===== src/rtl/par_checking_sink_pkg.sv =====
// par_checking_sink_pkg: shared flit geometry, FSM states and LFSR helpers for the checking sink.
package par_checking_sink_pkg;
    localparam int HDR_SZ  = 2;
    localparam int PL_SZ   = 8;
    localparam int ADDR_SZ = 4;
    localparam int SRC_LSB = ADDR_SZ;
    localparam int CNT_W   = 20;
    localparam int FLIT_W_DEF = HDR_SZ + PL_SZ + ADDR_SZ;

    typedef enum logic [1:0] {S_IDLE, S_DRAIN, S_HALT} state_t;

    // A zero seed would lock the LFSR, so it is forced to 1.
    function automatic logic [7:0] lfsr_seed(input int id);
        return (8'(id + 1) == 8'd0) ? 8'd1 : 8'(id + 1);
    endfunction

    // Fibonacci form of x^8+x^6+x^5+x^4+1.
    function automatic logic [7:0] lfsr_next(input logic [7:0] l);
        return {l[6:0], l[7] ^ l[5] ^ l[4] ^ l[3]};
    endfunction
endpackage


===== src/rtl/par_checking_sink_if.sv =====
// par_checking_sink_if: valid/busy flit link from a router local output into the sink.
interface par_checking_sink_if
    import par_checking_sink_pkg::*;
#(
    parameter int FLIT_W = FLIT_W_DEF
);
    logic [FLIT_W-1:0] data;
    logic              valid;
    logic              busy;

    modport master (output data, valid, input busy);
    modport slave  (input data, valid, output busy);
endinterface


===== src/rtl/par_checking_sink_fifo.sv =====
// par_checking_sink_fifo: synchronous FIFO with registered storage and occupancy count.
module par_checking_sink_fifo #(
    parameter int DEPTH = 4,
    parameter int W     = 14
) (
    input  logic                       clk,
    input  logic                       rst,
    input  logic                       i_push,
    input  logic                       i_pop,
    input  logic [W-1:0]               i_din,
    output logic [W-1:0]               o_dout,
    output logic [$clog2(DEPTH):0]     o_count
);
    localparam int AW = $clog2(DEPTH);

    logic [W-1:0]  r_mem [DEPTH];
    logic [AW-1:0] r_wp;
    logic [AW-1:0] r_rp;
    logic [AW:0]   r_cnt;

    always_ff @(posedge clk or posedge rst) begin
        if (rst) begin
            r_wp  <= '0;
            r_rp  <= '0;
            r_cnt <= '0;
        end else begin
            if (i_push) r_wp <= r_wp + 1'b1;
            if (i_pop) r_rp <= r_rp + 1'b1;
            r_cnt <= r_cnt + (AW+1)'(i_push) - (AW+1)'(i_pop);
        end
    end

    always_ff @(posedge clk) begin
        if (i_push) r_mem[r_wp] <= i_din;
    end

    assign o_dout  = r_mem[r_rp];
    assign o_count = r_cnt;
endmodule


===== src/rtl/par_checking_sink.sv =====
// par_checking_sink: local-port flit consumer that drains at a programmable rate and
// counts packets and misrouted flits.
module par_checking_sink
    import par_checking_sink_pkg::*;
#(
    parameter int ID          = 0,
    parameter int SINK_HOSP   = 255,
    parameter int DEPTH       = 4,
    parameter int STOP_ON_ERR = 0,
    parameter int FLIT_W      = HDR_SZ + PL_SZ + ADDR_SZ
) (
    input  logic                clk,
    input  logic                reset,
    par_checking_sink_if.slave  s,
    output logic [CNT_W-1:0]    pkt_count,
    output logic [CNT_W-1:0]    err_count,
    output logic                err,
    output logic [ADDR_SZ-1:0]  last_src
);
    localparam int AW = $clog2(DEPTH);

    state_t             r_state;
    logic               r_busy;
    logic [7:0]         r_lfsr;
    logic [CNT_W-1:0]   r_pkt;
    logic [CNT_W-1:0]   r_errc;
    logic               r_err;
    logic [ADDR_SZ-1:0] r_src;

    logic [FLIT_W-1:0]  w_head;
    logic [AW:0]        w_cnt;
    logic [AW:0]        w_cnt_nxt;
    logic               w_push;
    logic               w_pop;
    logic               w_bad;
    logic               w_drain_ok;
    logic               w_halt_go;
    logic               w_unused;

    par_checking_sink_fifo #(.DEPTH(DEPTH), .W(FLIT_W)) u_fifo (
        .clk     (clk),
        .rst     (reset),
        .i_push  (w_push),
        .i_pop   (w_pop),
        .i_din   (s.data),
        .o_dout  (w_head),
        .o_count (w_cnt)
    );

    assign w_push     = s.valid & ~r_busy;
    assign w_drain_ok = (SINK_HOSP == 255) || (r_lfsr < 8'(SINK_HOSP));
    assign w_pop      = (r_state == S_DRAIN) & w_drain_ok & (w_cnt != '0);
    assign w_bad      = w_head[ADDR_SZ-1:0] != ADDR_SZ'(ID);
    assign w_halt_go  = w_pop & w_bad & (STOP_ON_ERR != 0);
    assign w_cnt_nxt  = w_cnt + (AW+1)'(w_push) - (AW+1)'(w_pop);
    assign w_unused   = ^w_head[FLIT_W-1:SRC_LSB+ADDR_SZ];

    // busy is registered from next-cycle fullness so the link sees a clean flop output.
    always_ff @(posedge clk or posedge reset) begin
        if (reset) begin
            r_state <= S_IDLE;
            r_busy  <= 1'b1;
            r_lfsr  <= lfsr_seed(ID);
            r_pkt   <= '0;
            r_errc  <= '0;
            r_err   <= 1'b0;
            r_src   <= '0;
        end else begin
            r_lfsr  <= lfsr_next(r_lfsr);
            r_busy  <= (w_cnt_nxt == (AW+1)'(DEPTH)) | w_halt_go | (r_state == S_HALT);
            r_state <= (r_state == S_IDLE) ? ((w_cnt_nxt != '0) ? S_DRAIN : S_IDLE) :
                       (r_state == S_DRAIN) ? (w_halt_go ? S_HALT :
                                               (w_cnt_nxt == '0) ? S_IDLE : S_DRAIN) :
                       S_HALT;
            if (w_pop) begin
                r_pkt <= r_pkt + CNT_W'(r_pkt != '1);
                r_src <= w_head[SRC_LSB +: ADDR_SZ];
            end
            if (w_pop & w_bad) begin
                r_errc <= r_errc + CNT_W'(r_errc != '1);
                r_err  <= 1'b1;
            end
        end
    end

    assign s.busy    = r_busy;
    assign pkt_count = r_pkt;
    assign err_count = r_errc;
    assign err       = r_err;
    assign last_src  = r_src;
endmodule


===== src/flat_wrapper.sv =====
// flat-port wrapper written by rule: the top's interface ports become plain ports
module par_checking_sink_flat import par_checking_sink_pkg::*;
#(
    parameter int ID          = 0,
    parameter int SINK_HOSP   = 255,
    parameter int DEPTH       = 4,
    parameter int STOP_ON_ERR = 0,
    parameter int FLIT_W      = HDR_SZ + PL_SZ + ADDR_SZ
)
  (clk, reset, pkt_count, err_count, err, last_src, s_data, s_valid, s_busy);
  par_checking_sink_if #(.FLIT_W(FLIT_W)) s_i ();
  input  logic clk;
  input  logic reset;
  output logic [CNT_W-1:0] pkt_count;
  output logic [CNT_W-1:0] err_count;
  output logic err;
  output logic [ADDR_SZ-1:0] last_src;
  input wire logic [$bits(s_i.data)-1:0] s_data;
  input wire logic [$bits(s_i.valid)-1:0] s_valid;
  output wire logic [$bits(s_i.busy)-1:0] s_busy;
  assign s_i.data = s_data;
  assign s_i.valid = s_valid;
  assign s_busy = s_i.busy;
  par_checking_sink #(.ID(ID), .SINK_HOSP(SINK_HOSP), .DEPTH(DEPTH), .STOP_ON_ERR(STOP_ON_ERR), .FLIT_W(FLIT_W)) u_core (.clk(clk), .reset(reset), .s(s_i), .pkt_count(pkt_count), .err_count(err_count), .err(err), .last_src(last_src));
endmodule

===== config.mk =====
export PLATFORM = sky130hd
export DESIGN_NAME = par_checking_sink_flat
export DESIGN_NICKNAME = d
export VERILOG_FILES = /design/src/rtl/par_checking_sink_pkg.sv /design/src/rtl/par_checking_sink_if.sv /design/src/rtl/par_checking_sink_fifo.sv /design/src/rtl/par_checking_sink.sv /design/src/flat_wrapper.sv
export SDC_FILE = /design/constraint.sdc
export NUM_CORES = 1
export LEC_CHECK = 0
export ABC_AREA = 1
export ABC_CLOCK_PERIOD_IN_PS = 3500
export BUFFER_PORTS_ARGS = -buffer_cell sky130_fd_sc_hd__buf_2
export CORE_MARGIN = 1
export CORE_UTILIZATION = 39
export CTS_CLUSTER_SIZE = 14
export DETAILED_ROUTE_END_ITERATION = 6
export GPL_TIMING_DRIVEN = 0
export HOLD_SLACK_MARGIN = 0.1
export SLEW_MARGIN = 20
export SYNTH_ARGS = -nofsm -noshare
export SYNTH_HDL_FRONTEND = slang
export SYNTH_SLANG_ARGS = --single-unit

===== constraint.sdc =====
create_clock -name clk -period 3.5 [get_ports clk]
set_clock_uncertainty 0.2 [all_clocks]
set_input_delay 0.35 -clock clk [delete_from_list [all_inputs] [get_ports clk]]
set_output_delay 0.35 -clock clk [all_outputs]
set_load 0.02 [all_outputs]

Yosys cells after proc, flatten, opt, wreduce, memory -nomap -nowiden
Memories as Yosys holds them, arrays and structs flattened.
Index checks and enable logic that the tools add are counted.
- order comparisons: 0
- $mul: 0
- add/subtract/negate cells: 6
- reductions and logical operators: 5
- bitwise logic cells: 5
- eq/ne operators: 5
- muxes and demuxes: 6
- divide/modulo/power cells: 0
- shift operators: 0
- operator list (cell ; count):
    20-bit by 1-bit adder with 20-bit output ; 2
    20-bit inequality test, second input constant ; 2
    3-bit nonzero test ; 2
    2-bit by 1-bit adder with 2-bit output, second input constant ; 2
    1-bit 2-to-1 mux ; 4
    2-bit 2-to-1 mux ; 2
    4-bit nonzero test ; 1
    3-bit by 1-bit adder with 3-bit output ; 1
    1-bit AND ; 3
    3-bit == test, second input constant ; 1
    3-bit logical NOT ; 1
    3-bit by 1-bit subtractor with 3-bit output ; 1
    2-bit by 1-bit == test with 1-bit output, second input constant ; 1
    2-bit == test, second input constant ; 1
    2-bit logical NOT ; 1
    1-bit NOT ; 1
    1-bit bitwise OR ; 1
- input port bits: 17
- memory bits (writable): 56
- bits in latches: 0
- memory bits (read-only): 0
- bits in registers: 55
- memories kept: 1
- word-level logic and storage cells: 37
- output and inout bits: 46
- memories (memory ; depth ; width ; rd ports ; clocked after memory_dff ; write ports ; line ; source):
    u_core.u_fifo.r_mem ; 4 ; 14 ; 1 ; 0 ; 1 ; par_checking_sink_fifo.sv:16 ; logic [W-1:0] r_mem [DEPTH];

Longest topological paths before layout
- word-level depth: 8
- mapped depth: 14
- gate-level depth less buffers: 14

Cells and area by module
A second synthesis with hierarchy kept.
- cells, all modules: 620
- area total of the unflattened synthesis: 5486.5 µm²
- modules (own cells, without submodules) (module ; times used ; area an instance (µm²) ; cells an instance ; sequential area each (µm²)):
    par_checking_sink ; 1 ; 2746.4 ; 357 ; 1202.4
    par_checking_sink_fifo ; 1 ; 2740.1 ; 263 ; 1856.8

Least setup slack after synthesis
Ideal clock, no wire load.
- path kind: flip-flop to flip-flop
- start point: register u_core.u_fifo.r_cnt[1], in the netlist u_core.u_fifo.o_count[1]
- end point: register u_core.r_state[0]
- stages on the path, launching flop included: 14
- library setup time: 0.120 ns
- path buffers: 1
- clock period less this slack: 2.514 ns
- arrival: 2.195 ns
- data required time: 3.180 ns
- slack: 0.986 ns
- cell sequence: dfrtp_1 -> nor2_1 -> nand2_1 -> nand2_1 -> inv_1 -> buf_2 -> ha_1 -> inv_1 -> ha_1 -> fa_1 -> xnor2_1 -> xor2_1 -> o21ai_0 -> inv_1
- cells in the longest elaborated chain, start to end: 7
- elaborated cells on any way between the ends: 10
- those cells by class: add/sub (2); mux (4); bitwise (1); reduce/logical (3)
- RTL lines (what ; line ; source):
    start, declared ; par_checking_sink_fifo.sv:19 ; logic [AW:0] r_cnt;
    start signal, assigned ; par_checking_sink_fifo.sv:29 ; r_cnt <= r_cnt + (AW+1)'(i_push) - (AW+1)'(i_pop);
    3-bit nonzero test * ; par_checking_sink.sv:52 ; assign w_pop = (r_state == S_DRAIN) & w_drain_ok & (w_cnt != '0);
    1-bit AND * ; par_checking_sink.sv:52 ;
    via u_core.u_fifo.i_pop ; par_checking_sink_fifo.sv:9 ; input logic i_pop,
    3-bit by 1-bit subtractor with 3-bit output * ; par_checking_sink.sv:55 ; assign w_cnt_nxt = w_cnt + (AW+1)'(w_push) - (AW+1)'(w_pop);
    via u_core.w_cnt_nxt[2] ; par_checking_sink.sv:32 ; logic [AW:0] w_cnt_nxt;
    3-bit logical NOT ; par_checking_sink.sv:73 ; (w_cnt_nxt == '0) ? S_IDLE : S_DRAIN) :
    1-bit 2-to-1 mux ; par_checking_sink.sv:73 ;
    2-bit 2-to-1 mux ; par_checking_sink.sv:72 ; (r_state == S_DRAIN) ? (w_halt_go ? S_HALT :
    2-bit 2-to-1 mux * ; par_checking_sink.sv:71 ; r_state <= (r_state == S_IDLE) ? ((w_cnt_nxt != '0) ? S_DRAIN : S_IDLE) :
    end signal, assigned ; par_checking_sink.sv:71 ;
    end, declared ; par_checking_sink.sv:22 ; state_t r_state;
The timed path passes the listed nets; every way through them passes the cells marked *.
A chain may end at the register's enable or synchronous reset.

Worst setup path after layout
- start point: register u_core.u_fifo.r_cnt[1], in the netlist u_core.u_fifo.o_count[1]
- end point: register u_core.r_busy, in the netlist u_core.s.busy
- cells in the longest elaborated chain, start to end: 5
- elaborated cells on any way between the ends: 6
- those cells by class: add/sub (2); eq/ne (1); bitwise (2); reduce/logical (1)
- RTL lines (what ; line ; source):
    3-bit nonzero test ; par_checking_sink.sv:52 ;
    1-bit AND ; par_checking_sink.sv:52 ;
    via u_core.u_fifo.i_pop ; par_checking_sink_fifo.sv:9 ;
    3-bit by 1-bit subtractor with 3-bit output ; par_checking_sink.sv:55 ;
    via u_core.w_cnt_nxt[2] ; par_checking_sink.sv:32 ;
    3-bit == test ; par_checking_sink.sv:70 ; r_busy <= (w_cnt_nxt == (AW+1)'(DEPTH)) | w_halt_go | (r_state == S_HALT);
    1-bit bitwise OR ; par_checking_sink.sv:70 ;
    end signal, assigned ; par_checking_sink.sv:70 ;
    end, declared ; par_checking_sink.sv:23 ; logic r_busy;
The timed path passes the listed nets, and every way through them passes these cells.

==> impl_metrics.json <==
{
  "min_path_cells": 5,
  "ant_nets": 0,
  "ys_seq_elements": 87,
  "placed_cell_area_sq_um": 4810,
  "syn-num-nets": 507,
  "leakage_nw": 2.386,
  "layout_worst_path_cycle_share_pct": 79.14,
  "reg2reg_depth": 13,
  "cp.arrival_ns": 2.85,
  "synth.top_cells.by_area": "dfrtp_1, edfxtp_1, nand2_1",
  "final_cell_mix": "nand2_1, nor2_1, buf_2",
  "crit_top_cell": "nand2_1",
  "start_util_pct": 39.89,
  "syn_area_per_cell_sq_um": 9.065,
  "min_path_type": "in -> reg",
  "netlist.area_leader.share_pct": 31.25,
  "drv_slew": 0,
  "power_density_nw_per_um2": 704.6,
  "stdcell_area_sq_um": 5136,
  "cap_viol_max_count": 0,
  "syn2layout_area_growth_pct": 18.78,
  "antenna_cells": 0,
  "dr.pass1.iters": 4,
  "drive_above_1_share_pct": 17.35,
  "ir_drop_mv": 0.4215,
  "status": "complete, no violations",
  "cts.path.max_buffers": 2,
  "syn_area_sq_um": 4324,
  "crit_family": "adder cells",
  "antenna_found_initial": 0,
  "critical_path.max_stage_delay_ns": 0.42,
  "finalCriticalPeriod_ns": 2.770,
  "fin_hold_ws_ns": 0.1887,
  "vias": 3247,
  "yosys_warnings": 0,
  "synthCells": 477,
  "synth_cell_types": 35,
  "rsz0062_at_grt": "no",
  "worstMarginPinSlew_ns": 0.7385,
  "crit_path_end_kind": "flip-flop",
  "synth_top_area_cell": "dfrtp_1",
  "h-tree-depth": 3,
  "drt_iter0_markers": 128,
  "crit_buf_inv": 3,
  "dpl.hpwl_mm": 6.231,
  "io_pins": 63,
  "clk_pin_slew_ns": 0.09,
  "cts_buffers": 9,
  "worstHoldStart": "s_valid",
  "crit_type": "reg -> reg",
  "die_h_microns": 107.3,
  "grt_max_degree": 56,
  "rows": 38,
  "setup_violations": 0,
  "die_x_microns": 107.3,
  "gp_congestion": 0.8511,
  "slew_headroom_pct": 50.59,
  "worstPathRequired_ns": 3.58,
  "whs_endpoint": "u_core.u_fifo.r_wp[1]",
  "hold_viol": 0,
  "cts_setup_buffers": 0,
  "path_max_fanout": 10,
  "grt_first_pass_wirelength_mm": 14.81,
  "grt_util_all_layers_pct": 16.65,
  "core_region_area_sq_um": 10840,
  "max_freq_ghz": 0.3610,
  "wl_mm": 8.694,
  "cts_sinks": 87,
  "tns_ns": 0,
  "yosysSeqAreaShare_pct": 54.08,
  "critical_path.startpoint_type": "flip-flop",
  "r2r_start": "u_core.u_fifo.o_count[1]",
  "reg2reg_slack_ns": 0.73,
  "rr_endpoint": "u_core.s.busy",
  "via_per_inst": 4.645,
  "drt_drc_violations_left": 0,
  "final_nets": 584,
  "wl_per_cell_microns": 12.44,
  "grt_pass1_vias": 3182,
  "cts_tree": "built",
  "cts_root_buf": "clkbuf_8",
  "insertion_delay_ns": 0.36,
  "final_common_cell": "nand2_1",
  "fp.dieArea_sq_um": 11510,
  "port_buffers": 56,
  "grt-ovfl-total": 0,
  "cpMaxStageDelayCell": "dfrtp_1",
  "crit_path_cell_trace": "nor2_1 > nand2_1 > nand2_1 > inv_1 > buf_2 > ha_1 > inv_1 > ha_1 > fa_1 > xnor2_1 > xor2_1 > nand2_1 > o21ai_0"
}
## metrics by stage
stage / power (W) / cells / utilization [%] / worst slack (ns)
2_1_floorplan: 0.002439 / 477 / - / 0.9859
3_3_place_gp: 0.002778 / 673 / 44.09 / 0.7074
3_5_place_dp: 0.002814 / 674 / 44.37 / 0.6948
4_1_cts: 0.003668 / 699 / 47.38 / 0.6718
5_1_grt: 0.003895 / 699 / 47.38 / 0.3757
6_report: 0.003619 / 699 / 47.38 / 0.7301
## metal layers
metal	global-route usage [%]	wire, microns	vias to the layer above
li1	-	-	1665
met1	21.44	4202	1519
met2	27.42	4065	54
met3	3.027	308	9
met4	7.339	118	0
met5	0	0	-
## state kept, by name, summed over array words and instances (netlist names)
name / count
u_core.u_fifo.o_count: 3
u_core.err_count: 20
u_core.pkt_count: 20
u_core.last_src: 4
u_core.u_fifo.r_mem: 32
u_core.err: 1
u_core.u_fifo.r_wp: 2
u_core.u_fifo.r_rp: 2
u_core.r_state: 2
u_core.s.busy: 1
## cells in the mapped netlist (all sizes together)
cell type / number
xor2: 11
edfxtp: 32
dfstp: 1
a31oi: 4
inv: 45
o21ai: 14
xnor2: 16
buf: 7
nand2: 152
fa: 1
and3: 1
nor3: 7
ha: 12
a21oi: 1
and2: 3
nor2: 78
nand4: 8
nand3: 20
clkbuf: 2
nor4: 1
dfrtp: 54
nand3b: 7
## final cells by class
type                    instances  area (sq um)
plain buffers                   9         86.33
repair buffers                 66         397.9
well taps                     140         175.2
flip-flops and latches         87          2338
multi-input cells             336          1730
fillers                      1067          5704
clock inverters                 6         108.9
inverters                      45         171.4
clock buffers                  10         127.6
## kinds of logic after synthesis
kind of cell	share of synthesized area (%)
AO/OA/AOI/OAI	2.575
XOR/XNOR	5.469
adder cells (fa/ha/maj)	3.935
buffers and inverters	5.902
flip-flops	54.08
AND/OR/NAND/NOR	28.04
## report_power, final
group	switching [W]	leakage, nW	internal, W
logic	0.000831	1.26	0.000488
registers	0.000173	1.00	0.00129
clock network	0.000365	0.120	0.000473
## what timing repair did
| action | in CTS | in global routing |
|---|---|---|
| gates resized for setup | 0 | 0 |
| hold buffers | 9 | 0 |
| setup endpoints to repair | 0 | 0 |
| endpoints found under the hold margin | 87 | 0 |
## worst min-delay path, stage by stage
cell and delay (ns):
buf_2 0.10, inv_1 0.04, nor2_1 0.08, nand2_1 0.07, o21ai_0 0.07
## worst max path at each step
stage,cells past startpoint,start,end
2_1_floorplan,13,u_core.u_fifo.o_count[1],u_core.r_state[0]
3_3_place_gp,12,u_core.r_state[1],u_core.r_state[0]
3_5_place_dp,12,u_core.r_state[1],u_core.r_state[0]
4_1_cts,13,u_core.u_fifo.o_count[1],u_core.s.busy
5_1_grt,13,u_core.u_fifo.o_count[1],u_core.s.busy
6_report,13,u_core.u_fifo.o_count[1],u_core.s.busy
Power figures use the tool's default switching activity.
